[config.mk]
export PLATFORM = sky130hd
export DESIGN_NAME = regfile_mp
export DESIGN_NICKNAME = d
export VERILOG_FILES = /design/src/rtl/regfile_pkg.sv /design/src/rtl/regfile_scoreboard.sv /design/src/rtl/regfile_mp.sv
export SDC_FILE = /design/constraint.sdc
export NUM_CORES = 2
export LEC_CHECK = 0
export BUFFER_PORTS_ARGS = -buffer_cell sky130_fd_sc_hd__buf_2
export CORE_UTILIZATION = 63
export DETAILED_ROUTE_END_ITERATION = 6
export PLACE_DENSITY_LB_ADDON = 0.25
export SLEW_MARGIN = 20
export SYNTH_ARGS = -nofsm -noshare
export SYNTH_HDL_FRONTEND = slang
export SYNTH_SLANG_ARGS = --single-unit
[constraint.sdc]
create_clock -name clk -period 3.23 [get_ports clk]
set_input_delay 0.646 -clock clk [delete_from_list [all_inputs] [get_ports clk]]
set_output_delay 0.646 -clock clk [all_outputs]
set_load 0.01 [all_outputs]
[src/rtl/regfile_pkg.sv]
// Shared defaults and types for the multi-port register file.
// Latency: none (declarations only).
// Backpressure: none (declarations only).
package regfile_pkg;

   // Defaults match the original 32 x 32 RISC-V register file.
   localparam int REGFILE_XLEN  = 32;
   localparam int REGFILE_NREGS = 32;
   localparam int REGFILE_AW    = $clog2(REGFILE_NREGS);

   // Register index and data word at the default geometry.
   typedef logic [REGFILE_AW-1:0]   reg_addr_t;
   typedef logic [REGFILE_XLEN-1:0] xword_t;

endpackage

[src/rtl/regfile_scoreboard.sv]
// Pending-register scoreboard: one bit per register, set by reservation, cleared by writeback/flush.
// Latency: pending updates at the edge; rsv_ready and blocked are combinational from current state.
// Backpressure: refuses a reservation (rsv_ready=0) on a register already pending and not being written.
//
// Ports: clk/reset_n; wr_addr/wr_data_valid (clear); rsv_addr/rsv_valid/rsv_ready (set);
//        flush (clear all); rd_addr per read port -> blocked per read port; pending vector.
module regfile_scoreboard
   import regfile_pkg::*;
#(
   parameter  int NREGS    = REGFILE_NREGS,
   parameter  int ZERO_REG = 1,
   parameter  int NRD      = 2,
   localparam int AW       = $clog2(NREGS)
) (
   input  logic                   clk,
   input  logic                   reset_n,
   input  logic [AW-1:0]          wr_addr,
   input  logic                   wr_data_valid,
   input  logic [AW-1:0]          rsv_addr,
   input  logic                   rsv_valid,
   output logic                   rsv_ready,
   input  logic                   flush,
   input  logic [NRD-1:0][AW-1:0] rd_addr,
   output logic [NRD-1:0]         blocked,
   output logic [NREGS-1:0]       pending
);

   logic [NREGS-1:0] pending_q;
   logic [NREGS-1:0] pending_d;
   logic             zero_rsv;
   logic             rsv_take;

   // A register being written this cycle may be re-reserved: the write
   // clears the bit and the reservation sets it again at the same edge.
   always_comb begin
      zero_rsv  = (ZERO_REG != 0) && (rsv_addr == '0);
      rsv_ready = zero_rsv || !pending_q[rsv_addr] ||
                  (wr_data_valid && (wr_addr == rsv_addr));
      rsv_take  = rsv_valid && rsv_ready && !flush && !zero_rsv;
   end

   // Priority, lowest to highest: hold, write clear, flush, reservation.
   // Flush already suppresses rsv_take, so it effectively wins over it.
   always_comb begin
      pending_d = pending_q;
      if (wr_data_valid) begin
         pending_d[wr_addr] = 1'b0;
      end
      if (flush) begin
         pending_d = '0;
      end
      if (rsv_take) begin
         pending_d[rsv_addr] = 1'b1;
      end
      if (ZERO_REG != 0) begin
         pending_d[0] = 1'b0;
      end
   end

   always_ff @(posedge clk or negedge reset_n) begin
      if (!reset_n) begin
         pending_q <= '0;
      end else begin
         pending_q <= pending_d;
      end
   end

   always_comb begin
      for (int p = 0; p < NRD; p++) begin
         blocked[p] = pending_q[rd_addr[p]];
      end
   end

   assign pending = pending_q;

endmodule

[src/rtl/regfile_mp.sv]
// Multi-port register file (NRD read ports, one write port) with a pending-register interlock.
// Latency: 1 cycle for read data/ack and for write ack; same-cycle write forwarded when BYPASS=1.
// Backpressure: a read of a pending register is not acked until writeback; reservations gated by rsv_ready.
//
// Ports: clk, reset_n (async active-low);
//        rd_addr/rd_addr_valid -> rd_data/rd_data_ack (registered, one set per port);
//        wr_addr/wr_data/wr_data_valid -> wr_ack (registered);
//        rsv_addr/rsv_valid/rsv_ready (combinational ready); flush; pending (scoreboard state).
module regfile_mp
   import regfile_pkg::*;
#(
   parameter  int XLEN     = REGFILE_XLEN,
   parameter  int NREGS    = REGFILE_NREGS,
   parameter  int NRD      = 2,
   parameter  int ZERO_REG = 1,
   parameter  int BYPASS   = 1,
   localparam int AW       = $clog2(NREGS)
) (
   input  logic                     clk,
   input  logic                     reset_n,
   input  logic [NRD-1:0][AW-1:0]   rd_addr,
   input  logic [NRD-1:0]           rd_addr_valid,
   output logic [NRD-1:0][XLEN-1:0] rd_data,
   output logic [NRD-1:0]           rd_data_ack,
   input  logic [AW-1:0]            wr_addr,
   input  logic [XLEN-1:0]          wr_data,
   input  logic                     wr_data_valid,
   output logic                     wr_ack,
   input  logic [AW-1:0]            rsv_addr,
   input  logic                     rsv_valid,
   output logic                     rsv_ready,
   input  logic                     flush,
   output logic [NREGS-1:0]         pending
);

   logic [XLEN-1:0] regs [NREGS];
   logic [NRD-1:0]  blocked;
   logic            wr_en;

   regfile_scoreboard #(
      .NREGS    (NREGS),
      .ZERO_REG (ZERO_REG),
      .NRD      (NRD)
   ) u_scoreboard (
      .clk           (clk),
      .reset_n       (reset_n),
      .wr_addr       (wr_addr),
      .wr_data_valid (wr_data_valid),
      .rsv_addr      (rsv_addr),
      .rsv_valid     (rsv_valid),
      .rsv_ready     (rsv_ready),
      .flush         (flush),
      .rd_addr       (rd_addr),
      .blocked       (blocked),
      .pending       (pending)
   );

   // Writes to x0 are dropped when it is hardwired, but still acked.
   assign wr_en = wr_data_valid && !((ZERO_REG != 0) && (wr_addr == '0));

   always_ff @(posedge clk or negedge reset_n) begin
      if (!reset_n) begin
         for (int r = 0; r < NREGS; r++) begin
            regs[r] <= '0;
         end
         wr_ack <= 1'b0;
      end else begin
         if (wr_en) begin
            regs[wr_addr] <= wr_data;
         end
         wr_ack <= wr_data_valid;
      end
   end

   for (genvar i = 0; i < NRD; i++) begin : g_rd
      logic            hit_wr;
      logic            is_zero;
      logic [XLEN-1:0] data_q;
      logic            ack_q;

      assign hit_wr  = wr_data_valid && (wr_addr == rd_addr[i]);
      assign is_zero = (ZERO_REG != 0) && (rd_addr[i] == '0);

      // Forwarding is checked before the pending lookup so a writeback
      // releases a stalled read in the same cycle when BYPASS=1. With
      // BYPASS=0 the stall lasts one more cycle and then reads the array.
      always_ff @(posedge clk or negedge reset_n) begin
         if (!reset_n) begin
            data_q <= '0;
            ack_q  <= 1'b0;
         end else if (!rd_addr_valid[i]) begin
            ack_q <= 1'b0;
         end else if (is_zero) begin
            data_q <= '0;
            ack_q  <= 1'b1;
         end else if ((BYPASS != 0) && hit_wr) begin
            data_q <= wr_data;
            ack_q  <= 1'b1;
         end else if (blocked[i]) begin
            ack_q <= 1'b0;
         end else begin
            data_q <= regs[rd_addr[i]];
            ack_q  <= 1'b1;
         end
      end

      assign rd_data[i]     = data_q;
      assign rd_data_ack[i] = ack_q;
   end

endmodule
Word level (Yosys, flattened, before mapping)
Cells that the tools add are included.
{"block": "op_classes", "n_eq_ne": 5, "order_cmp": 10, "muxes": 36, "n_reduce_logical": 22, "bitwise": 6}
{"cell": "1024-bit bitwise mux", "n": 1}
{"cell": "32-bit 2-to-1 mux", "n": 14}
{"cell": "32-bit binary-select mux with 5-bit select", "n": 2}
{"cell": "32-bit demux with 5-bit select", "n": 1}
{"cell": "32-bit bitwise AND", "n": 1}
{"cell": "32-bit inverter", "n": 1}
{"cell": "32-bit bitwise OR", "n": 1}
{"cell": "5-bit by 6-bit less-than comparator with 1-bit output (second input constant)", "n": 4}
{"cell": "5-bit zero test", "n": 4}
{"cell": "6-bit >= comparator (second input constant)", "n": 3}
{"cell": "5-bit inverter with 6-bit output", "n": 3}
{"cell": "1-bit binary-select mux with 5-bit select", "n": 3}
{"cell": "5-bit == test", "n": 3}
{"cell": "1-bit 2-to-1 mux", "n": 13}
{"cell": "1-bit demux with 5-bit select", "n": 2}
{"cell": "5-bit by 1-bit >= comparator with 1-bit output (second input constant)", "n": 2}
{"cell": "1-bit logical AND", "n": 10}
{"cell": "6-bit by 1-bit less-than comparator with 1-bit output (second input constant)", "n": 1}
{"cell": "3-bit by 1-bit != test with 1-bit output (second input constant)", "n": 2}
{"cell": "1-bit zero test", "n": 4}
{"cell": "2-bit AND reduction", "n": 2}
{"cell": "1-bit logical OR", "n": 2}
{"block": "totals", "elab_cells": 117, "out_inout_bits": 100, "in_bits": 59, "reg_bits": 1122}

Logic depth before layout (Yosys ltp)
{"block": "depth", "depth_word": 10, "ltp_mapped": 11, "ltp_nobuf": 6}

Hierarchy
From an unflattened synthesis, not the netlist that was laid out.
{"block": "unflattened", "hier_cells": 4509, "area_unflattened_um2": 59867.4}
{"mod": "regfile_mp", "seq_area_each_um2": 27301.2, "n_inst": 1, "cells_per_inst": 4170, "area_each_um2": 56974.6}
{"mod": "regfile_scoreboard", "seq_area_each_um2": 775.7, "n_inst": 1, "cells_per_inst": 339, "area_each_um2": 2892.8}

Worst setup path before layout
OpenSTA, ideal clock, no wires.
{"block": "synth_timing", "path_kind": "input -> register", "startpoint": "input rd_addr[0] in the netlist's numbering", "endpoint": "register g_rd[0].data_q[10]", "cell_stages": 7, "setup_ns": 0.125, "t_required_ns": 3.105, "arrival_time_ns": 2.656, "path_buffers": 3, "slack_ns": 0.449, "cell_sequence": "buf_6 > buf_6 > mux4_2 > o2111a_1 > o41ai_4 > buf_6 > mux2_2"}
{"block": "synth_between", "elab_chain_len": 7, "word_cells_on_any_way": 14, "cone_classes": "2 x eq/ne; 8 x mux; 1 x bitwise; 3 x reduce/logical"}
{"element": "start, declared", "line_no": "regfile_mp.sv:21", "text": "input logic [NRD-1:0][AW-1:0] rd_addr,"}
{"element": "5-bit inverter with 6-bit output (not written as such)", "line_no": "regfile_mp.sv:102", "text": "data_q <= regs[rd_addr[i]];"}
{"element": "32-bit binary-select mux with 5-bit select", "line_no": "regfile_mp.sv:102"}
{"element": "32-bit 2-to-1 mux (not written as such) (2 in a row)", "line_no": "regfile_mp.sv:102"}
{"element": "32-bit 2-to-1 mux", "line_no": "regfile_mp.sv:99", "text": "end else if (blocked[i]) begin"}
{"element": "32-bit 2-to-1 mux", "line_no": "regfile_mp.sv:96", "text": "end else if ((BYPASS != 0) && hit_wr) begin"}
{"element": "32-bit 2-to-1 mux", "line_no": "regfile_mp.sv:93", "text": "end else if (is_zero) begin"}
{"element": "end signal, assigned", "line_no": "regfile_mp.sv:97", "text": "data_q <= wr_data;"}
{"element": "end signal, assigned", "line_no": "regfile_mp.sv:102"}
{"element": "end, declared", "line_no": "regfile_mp.sv:78", "text": "logic [XLEN-1:0] data_q;"}
Several ways; a longest one is shown, not always the timed one. The select of a mux whose other input is x is not followed.
A chain may end at the register's enable or synchronous reset.

Final worst setup path
{"block": "layout_timing", "startpoint": "register u_scoreboard.pending_q[18], in the netlist u_scoreboard.pending[18]", "endpoint": "output rsv_ready"}
{"block": "layout_between", "elab_chain_len": 5}
{"element": "start, declared", "line_no": "regfile_scoreboard.sv:28", "text": "logic [NREGS-1:0] pending_q;"}
{"element": "start signal, assigned", "line_no": "regfile_scoreboard.sv:64", "text": "pending_q <= pending_d;"}
{"element": "1-bit binary-select mux with 5-bit select", "line_no": "regfile_scoreboard.sv:37", "text": "rsv_ready = zero_rsv || !pending_q[rsv_addr] ||"}
{"element": "1-bit 2-to-1 mux (not written as such)", "line_no": "regfile_scoreboard.sv:37"}
{"element": "1-bit zero test", "line_no": "regfile_scoreboard.sv:37"}
{"element": "1-bit logical OR (2 in a row)", "line_no": "regfile_scoreboard.sv:37"}
{"element": "end, declared", "line_no": "regfile_mp.sv:31", "text": "output logic rsv_ready,"}
Every way passes these cells. The select of a mux whose other input is x is not followed.

==> run metrics <==
status complete, no violations; CP max stage delay 0.48 ns; synth unique cells 61; skew final 0.03888 ns; post-synthesis sequential area ratio 47.09%; clock-pin slew on the worst setup and hold paths 0.07 ns; cells along the critical path mux4_2 > a32oi_1 > o221ai_1 > o31ai_2 > buf_2; Crit path max-delay family compound AO/OA/AOI/OAI gates; Total Power 42.06 mW; VDD IR max 0.5649 mV; EDFF count, synth 0; Routed WL per cell 34.35 um; RSZ-0062 raised after global routing no; PwrDens 622.3 mW/mm2; Setup Total Neg Slack 0 ns; Buf/Inv on CP 1; DRC 0; Initial Util 63.78%; Die Footprint 0.09587 mm2; CP arrival 2.51 ns; WL final 187.4 mm; PortBufs 157; Max-cap violations 0; worst hold path type in2reg; WP data required 2.58 ns; Final setup viols 0; syn_area_per_cell 14.82 um2; share of post-route cells with drive strength above 1 54.85%; io pins 159; Final nets 4156; area of the multi-input gates 0.02983 mm2; slowest CP cell mux4_2; vias in the first global route 41.63k; DRT Pass-1 Iters 6; Final WS setup 0.07031 ns; shortest period the worst path allows 3.160 ns; synthesis-to-layout area growth 13.38%; Lkg Pwr 29.64 nW; ys async rst share 100.0%; Initial DRC Count 4672; Sequential Area 0.02808 mm2; crit path max fanout 5; H-tree depth 3; CORE AREA 0.09347 mm2; Die Y 309.6 um; kind of critical path reg2out; register bit total from synthesis 1122; clock root cell clkbuf_16; GP Congestion 0.9225; worst skew pair latency 0.75 ns; # clock sinks 1122; Final Hold Vio Count 0; via count 40.44k; Post-synth top flop dfrtp_1; Die W 309.6 um; Hold WS 0.1592 ns; HPWL after detailed placement 113.0 mm; initial antenna violation count 8; Mapped Cells 4023; FMAX 0.3165 GHz; Clock Path Buffers 3; crit start category flop; GRT Util Overall 40.17%; fin crit share 97.82%; CTS tree done; Via density 7.411; CTS Buf Count 118; wire length of the first global-routing pass 278.7 mm; Worst Max-Slew Pin Slew 0.9974 ns; # resized after CTS 0; pin count of the biggest net entering global routing 81; syn_nets 4082; Ys Warns 0; Layout Utilization 72.32%; row count 112; final antenna-violating net count 0; Worst setup EP type output port; max-slew violations 0; Filler cells 6012; dpl ws 0.1279 ns; synthesized cell area 0.05962 mm2; Slew headroom 33.51%; gr ovfl total 0
[state kept, by name, summed over array words and instances (netlist names)]
| signal | count |
|---|---|
| regs | 1024 |
| u_scoreboard.pending | 31 |
| g_rd.data_q | 64 |
| wr_ack | 1 |
| g_rd.ack_q | 2 |
[cells by family after synthesis]
group                  synth area share, %
flip-flops                           47.09
AO/OA/AOI/OAI                        3.452
other                             0.006290
multiplexers                         43.22
buffers and inverters                3.362
AND/OR/NAND/NOR                      2.642
XOR/XNOR                            0.2204
[stage by stage]
stage                     instances  cell area [um2]
after floorplan                4023            59620
after global placement         5229            63380
after detailed placement       5229            63380
after CTS                      5451            67580
after global routing           5453            67590
final                          5456            67590
[final timing paths]
path	cells after the start	to	from	slack, ns
min	1	wr_ack	wr_data_valid	0.16
max in group asynchronous	4	regs[274]	reset_n	1.65
max	5	rsv_ready	u_scoreboard.pending[18]	0.07
min in group asynchronous	2	regs[731]	reset_n	0.53
min reg2reg	0	regs[995]	regs[995]	0.39
max reg2reg	7	g_rd[1].data_q[17]	u_scoreboard.pending[16]	0.62
[worst register-to-register path: cells and delay by family, from the launching register on]
kind            cells  cell delay (ns)
compound gates      3             0.60
buf+inv             1             0.32
flops               1             0.45
mux                 2             0.89
simple gates        1             0.21
[layout make-up]
cell class / count / share of cell area [%]
inverter: 24 / 0.1351
tap: 1254 / 2.321
sequential: 1122 / 41.54
multi-input combinational: 2425 / 44.14
timing repair buffer: 406 / 5.668
antenna: 5 / 0.01851
clock buffer: 178 / 5.237
clock inverter: 42 / 0.9459
[cell usage in the layout (no fill, tap or decap), drive strengths merged, types with 24 or more instances in the layout]
| cell type | n |
|---|---|
| o21ai | 40 |
| nor2 | 147 |
| clkbuf | 178 |
| a211oi | 48 |
| mux4 | 507 |
| buf | 405 |
| mux2i | 150 |
| inv | 26 |
| o32ai | 25 |
| nor4 | 24 |
| o22ai | 58 |
| nand2 | 66 |
| dfrtp | 1122 |
| mux2 | 1141 |
| a221oi | 24 |
| nand3b | 24 |
[repair_timing]
| item | CTS | global route |
|---|---|---|
| hold buffers | 1 | 0 |
| setup buffers | 1 | 0 |
| cloned | 0 | 0 |
| pin swaps | 1 | 1 |
| setup endpoints to repair | 1 | 1 |
| hold endpoints to repair | 41 | 0 |
[routing by layer]
layer  global-route usage (%)  up-vias  routed length, um
met2                    59.93     2653              85260
met3                    10.98      730              20480
met5                   0.3033        -                 69
met4                    23.04        6              12460
met1                    53.52    21368              69160
li1                         -    15678                  -
[synth_stat cells, drive strengths merged (2+ instances only)]
library cell	number	share of area, %
xor2	4	0.059
o41ai	11	0.19
o21ai	40	0.34
mux4	507	19
nand2	66	0.42
nand4	6	0.063
inv	24	0.15
nand3b	24	0.30
or2	5	0.052
clkbuf	280	1.8
buf	172	1.4
o22ai	58	0.61
a311oi	11	0.16
nor2	147	0.93
nor3b	6	0.076
dfrtp	1122	47
nor2b	18	0.19
a22o	12	0.18
mux2i	150	2.5
a31oi	14	0.15
a22oi	12	0.15
o21bai	2	0.025
o32ai	25	0.37
or3b	2	0.029
nor4	24	0.25
o2111ai	4	0.069
and2	2	0.021
nand2b	4	0.042
nand3	12	0.10
nor3	11	0.092
a211o	8	0.12
o31ai	3	0.046
mux2	1141	22
xnor2	11	0.16
a211oi	48	0.60
a221oi	24	0.36
[power breakdown]
group / internal (mW) / switching, mW / total (mW)
combinational: 5.17 / 3.45 / 8.62
sequential: 16.7 / 2.12 / 18.8
clock: 8.67 / 5.92 / 14.6
Note: power is estimated with default switching activity, not from simulation.
